<file path="config.mk">
export PLATFORM = sky130hd
export DESIGN_NAME = rf_port_ctrl_flat
export DESIGN_NICKNAME = d
export VERILOG_FILES = /design/src/rtl/rf_port_ctrl_if.sv /design/src/rtl/rf_port_ctrl.sv /design/src/flat_wrapper.sv
export SDC_FILE = /design/constraint.sdc
export NUM_CORES = 1
export LEC_CHECK = 0
export BUFFER_PORTS_ARGS = -buffer_cell sky130_fd_sc_hd__buf_2
export CORE_AREA = 8 8 115 117
export DETAILED_ROUTE_END_ITERATION = 8
export DIE_AREA = 0 0 123 125
export PLACE_DENSITY = 0.7
export SLEW_MARGIN = 30
export SYNTH_ARGS = -nofsm -noshare
export SYNTH_HDL_FRONTEND = slang
export SYNTH_SLANG_ARGS = --single-unit
</file>
<file path="constraint.sdc">
create_clock -name clk -period 3.93 [get_ports clk]
set_input_delay 0.786 -clock clk [delete_from_list [all_inputs] [get_ports clk]]
set_output_delay 0.786 -clock clk [all_outputs]
set_load 0.01 [all_outputs]
</file>
<file path="src/rtl/rf_port_ctrl_if.sv">
// Bundle of every signal between rf_port_ctrl, its two requesters and the
// three-port register-file RAM. The controller uses the slave view; the
// environment (requesters plus RAM) uses the master view.
//
// Handshake: a requester raises mN_req with mN_re/mN_we and all operands and
// holds them unchanged until mN_gnt is seen high in the same cycle; the
// request is consumed at the clock edge ending that cycle and may change
// right after. mN_gnt never rises while ready is low. Read data is returned
// one cycle after the grant, qualified by mN_rvalid for exactly one cycle.
interface rf_port_ctrl_if #(
  parameter int DW = 32,
  parameter int AW = 8
);
  logic          m0_req;
  logic          m0_re;
  logic          m0_we;
  logic [AW-1:0] m0_ra;
  logic [AW-1:0] m0_rb;
  logic [AW-1:0] m0_wa;
  logic [DW-1:0] m0_wd;
  logic          m0_gnt;
  logic          m0_rvalid;

  logic          m1_req;
  logic          m1_re;
  logic          m1_we;
  logic [AW-1:0] m1_ra;
  logic [AW-1:0] m1_rb;
  logic [AW-1:0] m1_wa;
  logic [DW-1:0] m1_wd;
  logic          m1_gnt;
  logic          m1_rvalid;

  logic [DW-1:0] rdata_a;
  logic [DW-1:0] rdata_b;
  logic          ready;

  logic [AW-1:0] ram_addr_a;
  logic [AW-1:0] ram_addr_b;
  logic [AW-1:0] ram_addr_wr;
  logic [DW-1:0] ram_data_in;
  logic          ram_we;
  logic [DW-1:0] ram_data_a;
  logic [DW-1:0] ram_data_b;

  // Controller FSM state for debug and checkers (0 = INIT, 1 = RUN).
  logic          fsm_state;

  modport slave (
    input  m0_req, m0_re, m0_we, m0_ra, m0_rb, m0_wa, m0_wd,
    input  m1_req, m1_re, m1_we, m1_ra, m1_rb, m1_wa, m1_wd,
    input  ram_data_a, ram_data_b,
    output m0_gnt, m0_rvalid, m1_gnt, m1_rvalid,
    output rdata_a, rdata_b, ready,
    output ram_addr_a, ram_addr_b, ram_addr_wr, ram_data_in, ram_we,
    output fsm_state
  );

  modport master (
    output m0_req, m0_re, m0_we, m0_ra, m0_rb, m0_wa, m0_wd,
    output m1_req, m1_re, m1_we, m1_ra, m1_rb, m1_wa, m1_wd,
    output ram_data_a, ram_data_b,
    input  m0_gnt, m0_rvalid, m1_gnt, m1_rvalid,
    input  rdata_a, rdata_b, ready,
    input  ram_addr_a, ram_addr_b, ram_addr_wr, ram_data_in, ram_we,
    input  fsm_state
  );
endinterface

</file>
<file path="src/rtl/rf_port_ctrl.sv">
// Two-requester access controller for a 2R1W register-file RAM.
// After reset it sweeps addresses 1..2^AW-1 writing zero, then arbitrates
// the read-port pair and the write port between M0 and M1 with a toggling
// priority pointer. Read data returns one cycle after grant, with same-cycle
// write data forwarded over the RAM's read-first output.
module rf_port_ctrl #(
  parameter int DW = 32,
  parameter int AW = 8
) (
  input  logic          clk,
  input  logic          rst,
  rf_port_ctrl_if.slave bus
);

  localparam logic [0:0]    ST_INIT   = 1'b0;
  localparam logic [0:0]    ST_RUN    = 1'b1;
  localparam logic [AW-1:0] LAST_ADDR = '1;
  localparam logic [AW-1:0] FIRST_ADDR = AW'(1);

  logic [0:0]    state;
  logic [AW-1:0] clr_addr;
  logic          prio;
  logic          run;

  // Resource sets: bit 0 = read-port pair, bit 1 = write port.
  logic [1:0]    set0;
  logic [1:0]    set1;
  logic          gnt0;
  logic          gnt1;

  logic          rd_go;
  logic          rd_m1;
  logic [AW-1:0] rd_addr_a;
  logic [AW-1:0] rd_addr_b;
  logic          wr_go;
  logic [AW-1:0] wr_addr;
  logic [DW-1:0] wr_data;

  logic          rv0;
  logic          rv1;
  logic          fwd_a;
  logic          fwd_b;
  logic [DW-1:0] fwd_data;

  // Grants are only possible in RUN and never in a reset cycle, so a write
  // requested while rst is high is never issued.
  assign run = (state == ST_RUN) && !rst;

  // Work out which ports each request needs and arbitrate atomically.
  always_comb begin
    set0 = bus.m0_req ? {bus.m0_we, bus.m0_re} : 2'b00;
    set1 = bus.m1_req ? {bus.m1_we, bus.m1_re} : 2'b00;
    gnt0 = 1'b0;
    gnt1 = 1'b0;
    if (run) begin
      if (!prio) begin
        gnt0 = bus.m0_req;
        gnt1 = bus.m1_req && ((set0 & set1) == 2'b00);
      end else begin
        gnt1 = bus.m1_req;
        gnt0 = bus.m0_req && ((set0 & set1) == 2'b00);
      end
    end
  end

  // Route the granted read and write operands; sets are disjoint, so at
  // most one requester owns each port.
  always_comb begin
    rd_go     = 1'b0;
    rd_m1     = 1'b0;
    rd_addr_a = '0;
    rd_addr_b = '0;
    if (gnt0 && bus.m0_re) begin
      rd_go     = 1'b1;
      rd_addr_a = bus.m0_ra;
      rd_addr_b = bus.m0_rb;
    end else if (gnt1 && bus.m1_re) begin
      rd_go     = 1'b1;
      rd_m1     = 1'b1;
      rd_addr_a = bus.m1_ra;
      rd_addr_b = bus.m1_rb;
    end
    wr_go   = 1'b0;
    wr_addr = '0;
    wr_data = '0;
    if (gnt0 && bus.m0_we) begin
      wr_go   = 1'b1;
      wr_addr = bus.m0_wa;
      wr_data = bus.m0_wd;
    end else if (gnt1 && bus.m1_we) begin
      wr_go   = 1'b1;
      wr_addr = bus.m1_wa;
      wr_data = bus.m1_wd;
    end
  end

  // Drive the RAM: clear sweep in INIT, granted operands in RUN.
  always_comb begin
    bus.ram_addr_a  = rd_addr_a;
    bus.ram_addr_b  = rd_addr_b;
    bus.ram_we      = 1'b0;
    bus.ram_addr_wr = '0;
    bus.ram_data_in = '0;
    if (state == ST_INIT) begin
      bus.ram_we      = !rst;
      bus.ram_addr_wr = clr_addr;
    end else begin
      bus.ram_we      = wr_go;
      bus.ram_addr_wr = wr_addr;
      bus.ram_data_in = wr_data;
    end
  end

  // INIT/RUN sequencing and the clear-sweep address counter.
  always_ff @(posedge clk) begin
    if (rst) begin
      state    <= ST_INIT;
      clr_addr <= FIRST_ADDR;
    end else if (state == ST_INIT) begin
      clr_addr <= clr_addr + 1'b1;
      if (clr_addr == LAST_ADDR) begin
        state <= ST_RUN;
      end
    end
  end

  // Priority pointer flips only when the favoured requester is served.
  always_ff @(posedge clk) begin
    if (rst) begin
      prio <= 1'b0;
    end else if ((!prio && gnt0) || (prio && gnt1)) begin
      prio <= ~prio;
    end
  end

  // Read-return tracking and forwarding decisions for the next cycle.
  always_ff @(posedge clk) begin
    if (rst) begin
      rv0      <= 1'b0;
      rv1      <= 1'b0;
      fwd_a    <= 1'b0;
      fwd_b    <= 1'b0;
      fwd_data <= '0;
    end else begin
      rv0      <= rd_go && !rd_m1;
      rv1      <= rd_go && rd_m1;
      fwd_a    <= rd_go && wr_go && (wr_addr != '0) && (wr_addr == rd_addr_a);
      fwd_b    <= rd_go && wr_go && (wr_addr != '0) && (wr_addr == rd_addr_b);
      fwd_data <= wr_data;
    end
  end

  assign bus.m0_gnt    = gnt0;
  assign bus.m1_gnt    = gnt1;
  assign bus.m0_rvalid = rv0 && !rst;
  assign bus.m1_rvalid = rv1 && !rst;
  assign bus.rdata_a   = fwd_a ? fwd_data : bus.ram_data_a;
  assign bus.rdata_b   = fwd_b ? fwd_data : bus.ram_data_b;
  assign bus.ready     = (state == ST_RUN) && !rst;
  assign bus.fsm_state = state;

endmodule

</file>
<file path="src/flat_wrapper.sv">
// flat-port wrapper written by rule: the top's interface ports become plain ports
module rf_port_ctrl_flat 
#(
  parameter int DW = 32,
  parameter int AW = 8
)
  (clk, rst, bus_m0_req, bus_m0_re, bus_m0_we, bus_m0_ra, bus_m0_rb, bus_m0_wa, bus_m0_wd, bus_m1_req, bus_m1_re, bus_m1_we, bus_m1_ra, bus_m1_rb, bus_m1_wa, bus_m1_wd, bus_ram_data_a, bus_ram_data_b, bus_m0_gnt, bus_m0_rvalid, bus_m1_gnt, bus_m1_rvalid, bus_rdata_a, bus_rdata_b, bus_ready, bus_ram_addr_a, bus_ram_addr_b, bus_ram_addr_wr, bus_ram_data_in, bus_ram_we, bus_fsm_state);
  rf_port_ctrl_if #(.DW(DW), .AW(AW)) bus_i ();
  input  logic clk;
  input  logic rst;
  input wire logic [$bits(bus_i.m0_req)-1:0] bus_m0_req;
  input wire logic [$bits(bus_i.m0_re)-1:0] bus_m0_re;
  input wire logic [$bits(bus_i.m0_we)-1:0] bus_m0_we;
  input wire logic [$bits(bus_i.m0_ra)-1:0] bus_m0_ra;
  input wire logic [$bits(bus_i.m0_rb)-1:0] bus_m0_rb;
  input wire logic [$bits(bus_i.m0_wa)-1:0] bus_m0_wa;
  input wire logic [$bits(bus_i.m0_wd)-1:0] bus_m0_wd;
  input wire logic [$bits(bus_i.m1_req)-1:0] bus_m1_req;
  input wire logic [$bits(bus_i.m1_re)-1:0] bus_m1_re;
  input wire logic [$bits(bus_i.m1_we)-1:0] bus_m1_we;
  input wire logic [$bits(bus_i.m1_ra)-1:0] bus_m1_ra;
  input wire logic [$bits(bus_i.m1_rb)-1:0] bus_m1_rb;
  input wire logic [$bits(bus_i.m1_wa)-1:0] bus_m1_wa;
  input wire logic [$bits(bus_i.m1_wd)-1:0] bus_m1_wd;
  input wire logic [$bits(bus_i.ram_data_a)-1:0] bus_ram_data_a;
  input wire logic [$bits(bus_i.ram_data_b)-1:0] bus_ram_data_b;
  output wire logic [$bits(bus_i.m0_gnt)-1:0] bus_m0_gnt;
  output wire logic [$bits(bus_i.m0_rvalid)-1:0] bus_m0_rvalid;
  output wire logic [$bits(bus_i.m1_gnt)-1:0] bus_m1_gnt;
  output wire logic [$bits(bus_i.m1_rvalid)-1:0] bus_m1_rvalid;
  output wire logic [$bits(bus_i.rdata_a)-1:0] bus_rdata_a;
  output wire logic [$bits(bus_i.rdata_b)-1:0] bus_rdata_b;
  output wire logic [$bits(bus_i.ready)-1:0] bus_ready;
  output wire logic [$bits(bus_i.ram_addr_a)-1:0] bus_ram_addr_a;
  output wire logic [$bits(bus_i.ram_addr_b)-1:0] bus_ram_addr_b;
  output wire logic [$bits(bus_i.ram_addr_wr)-1:0] bus_ram_addr_wr;
  output wire logic [$bits(bus_i.ram_data_in)-1:0] bus_ram_data_in;
  output wire logic [$bits(bus_i.ram_we)-1:0] bus_ram_we;
  output wire logic [$bits(bus_i.fsm_state)-1:0] bus_fsm_state;
  assign bus_i.m0_req = bus_m0_req;
  assign bus_i.m0_re = bus_m0_re;
  assign bus_i.m0_we = bus_m0_we;
  assign bus_i.m0_ra = bus_m0_ra;
  assign bus_i.m0_rb = bus_m0_rb;
  assign bus_i.m0_wa = bus_m0_wa;
  assign bus_i.m0_wd = bus_m0_wd;
  assign bus_i.m1_req = bus_m1_req;
  assign bus_i.m1_re = bus_m1_re;
  assign bus_i.m1_we = bus_m1_we;
  assign bus_i.m1_ra = bus_m1_ra;
  assign bus_i.m1_rb = bus_m1_rb;
  assign bus_i.m1_wa = bus_m1_wa;
  assign bus_i.m1_wd = bus_m1_wd;
  assign bus_i.ram_data_a = bus_ram_data_a;
  assign bus_i.ram_data_b = bus_ram_data_b;
  assign bus_m0_gnt = bus_i.m0_gnt;
  assign bus_m0_rvalid = bus_i.m0_rvalid;
  assign bus_m1_gnt = bus_i.m1_gnt;
  assign bus_m1_rvalid = bus_i.m1_rvalid;
  assign bus_rdata_a = bus_i.rdata_a;
  assign bus_rdata_b = bus_i.rdata_b;
  assign bus_ready = bus_i.ready;
  assign bus_ram_addr_a = bus_i.ram_addr_a;
  assign bus_ram_addr_b = bus_i.ram_addr_b;
  assign bus_ram_addr_wr = bus_i.ram_addr_wr;
  assign bus_ram_data_in = bus_i.ram_data_in;
  assign bus_ram_we = bus_i.ram_we;
  assign bus_fsm_state = bus_i.fsm_state;
  rf_port_ctrl #(.DW(DW), .AW(AW)) u_core (.clk(clk), .rst(rst), .bus(bus_i));
endmodule
</file>
==> run_results.csv <==
group,metric,value,unit
run_status,run_status,"complete, no violations",
synthesis,synth_enable_flop_cells,0,
synthesis,yosysTopAreaCell,"dfxtp_1",
synthesis,syn-cell-area,3710,µm²
sta,fin_crit_sh,84.4,%
floorplanning,die_width,123,µm
synthesis,sequential_to_total_area_share_from_yosys_stat,24.8,%
final_layout,syn_to_final_growth,48.0,%
routing,drc_errors,0,
cts,clk_root_buffer_cell,"clkbuf_16",
critical_path,cp_slowest_stage_delay,620,ps
sta,finalSetupViolCount,0,
cts,cts.path.max_buffers,2,
global_routing,largest_net_degree_at_the_start_of_global_routing,65,
global_routing,grt_pass1_vias,4494,
cts,cts_setup_buffers,0,
final_layout,final_nets,890,
sta,hold_ws,538,ps
routing,drt-vias-per-instance,5.22,
routing,first_pass_iters,4,
routing,routed_wirelength,16.8,mm
cts,clock_sinks,46,
final_layout,layout_common_cells,"310 x buf_2, 64 x mux2_2, 64 x a22o_1",
synthesis,synth-main-ff-cell,"dfxtp_1",
synthesis,synth.yosys.warnings,0,
hold_path,worstHoldPathType,"reg -> reg",
sta,time_the_final_worst_path_needs_with_i_o_delays_and_setup,3320,ps
critical_path,worst_setup_path_end_kind,"output pin",
cts,cts_htree_levels,2,
final_layout,final_layout_size_suffix_gt1_share,57.6,%
final_layout,number_of_inserted_diodes,0,
cts,cts_inserted_buffers,5,
critical_path,critical-path-slowest-cell,"and4b_1",
critical_path,worstSetupPathType,"in -> out",
synthesis,synth.area.top_cells,"dfxtp_1 25%, mux2_2 19%, a22o_1 15%",
placed_design,dp.final_hpwl,13.7,mm
cts,clkSlewWorstSetupHoldPaths,70,ps
cts,insertion_delay,280,ps
critical_path,critical-path-top-delay-family,"simple AND/OR/NAND/NOR gates",
synthesis,postSynthCellCount,418,
final_layout,layout_commonest_cell,"buf_2",
routing,route.detailed.wl_per_inst,19.6,µm
cts,count_of_hold_buffers_inserted_by_post_cts_repair,0,
flow_run,cap_viol_max_count,0,
cts,ctsResizeCount,0,
synthesis,postSynth.asyncResetShare,0,%
routing,via_count,4451,
pwr,power.density,207,nW/µm²
floorplanning,top_level_ports,311,
sta,sum_of_negative_setup_slack,0,ps
sta,tightest_slew,821,ps
floorplanning,die-height,125,µm
routing,route.antenna.remaining_nets,0,
critical_path,crit_chain,"buf_2, and4b_1, nor2b_4, buf_12, a22o_1, buf_2",
sta,rsz_0062_raised_after_global_routing,"no",
pwr,total_power,1140,µW
pwr,max-vdd-ir-drop,0.000159,V
critical_path,cp-start-kind,"primary input",
global_routing,global_route.usage.total,20.4,%
floorplanning,floorplan.core_area,11600,µm²
synthesis,syn-mean-instance-area,8.88,µm²
synthesis,synthDistinctLibCells,41,
synthesis,syn-num-nets,603,
pwr,p_leak,0.00280,µW
global_routing,globalRoute.totalOverflow,0,
routing,drt_first_iter_violations,235,
critical_path,critical_path.most_common_cell,"buf_2",
global_routing,antenna_found_initial,1,
critical_path,timing.critical_path.required,3140,ps
critical_path,crit_arrival,2530,ps
placed_design,routabilityCongestion,0.896,
sta,fin_worst_skew,3.85,ps
sta,finalMaxSlewViolations,0,
critical_path,cp_max_fo,64,
sta,fmax,302,MHz
sta,final-hold-violation-count,0,
synthesis,synth_largest_type_area_fraction,24.8,%
final_layout,share_of_the_core_filled_with_cells,47.3,%
placed_design,numPortBuffers,310,
final_layout,instances_no_fill,853,
floorplanning,floorplan.rows,40,
floorplanning,initial_utilization,32.0,%
synthesis,flops_latches_synth,46,
global_routing,grt_first_pass_wirelength,25.0,mm
placed_design,place.detailed.instances,845,
sta,timing.slew.headroom,45.3,%
critical_path,cp_num_buf_inv,3,
floorplanning,dieArea,15400,µm²
cts,cts_tree,"yes",
per-layer routing:
| metal | GRT usage [%] | vias up | wire, µm |
|---|---|---|---|
| li1 | - | 2164 | - |
| met1 | 23.3 | 2039 | 6580 |
| met2 | 35.9 | 214 | 8130 |
| met3 | 5.04 | 32 | 1560 |
| met4 | 6.95 | 2 | 465 |
| met5 | 0 | - | 12 |
worst paths after layout:
check                                          start                   to  slack, ps  depth (start not counted)
worst max register to register  u_core.bus.fsm_state         u_core.fwd_a       1230                          6
worst min-delay path              u_core.clr_addr[7]   u_core.clr_addr[7]        540                          2
worst max-delay path                             rst  bus_ram_data_in[16]        610                          6
worst min register to register    u_core.clr_addr[7]   u_core.clr_addr[7]        540                          2
where the power goes:
group | total (µW) | leakage (µW) | internal (µW) | switching, µW
Sequential | 475 | 0.000372 | 470 | 5.31
Clock | 415 | 0.0000708 | 236 | 179
Combinational | 246 | 0.00236 | 126 | 119
tightest hold or removal path: cells and delay by family, from the launching register on:
kind / cells / cell delay (ps)
DFF: 1 / 350
AOI/OAI and AO/OA: 2 / 140
sequential cells by signal, summed over array words and instances (netlist names):
| name | cells |
|---|---|
| u_core.fwd_data | 32 |
| u_core.clr_addr | 8 |
| u_core.bus.fsm_state | 1 |
| u_core.fwd_a | 1 |
| u_core.fwd_b | 1 |
| u_core.prio | 1 |
| u_core.rv0 | 1 |
| u_core.rv1 | 1 |
cell families (layout without fill, tap and decap cells):
family	Yosys count	after routing	synth area share, %
adders and majority gates	1	1	0.337
AOI/OAI and AO/OA	138	138	30.0
xor gates and xnor gates	21	21	4.95
muxes	65	65	19.7
DFF	46	46	24.8
buffers and inverters	45	333	6.50
and+or+nand+nor	102	102	13.8
Yosys cell counts (all sizes together) (2+ instances only):
| cell type | number |
|---|---|
| buf | 37 |
| or4 | 2 |
| nand3 | 8 |
| nor4 | 2 |
| a22o | 64 |
| dfxtp | 46 |
| a21o | 8 |
| nor2 | 11 |
| or3 | 2 |
| nand2 | 58 |
| o211ai | 24 |
| xnor2 | 11 |
| nor2b | 7 |
| nand4 | 3 |
| a22oi | 25 |
| and4b | 4 |
| mux2 | 64 |
| o41ai | 2 |
| inv | 2 |
| xor2 | 10 |
| clkbuf | 6 |
| a21oi | 5 |
| o21ai | 7 |
stage by stage:
stage	area, µm²	setup slack [ps]
floorplan	3710	882
global placement	5350	664
detailed placement	5350	642
CTS	5500	630
global route	5500	521
finish	5500	614
cell type report:
type	count	area (µm²)
clock buffers	6	129
clock inverters	2	13.8
fillers	1190	6120
inverters	2	7.51
multi-input cells	327	2560
flip-flops and latches	46	922
well taps	147	184
repair buffers	323	1670
(Power assumes the default switching activity.)
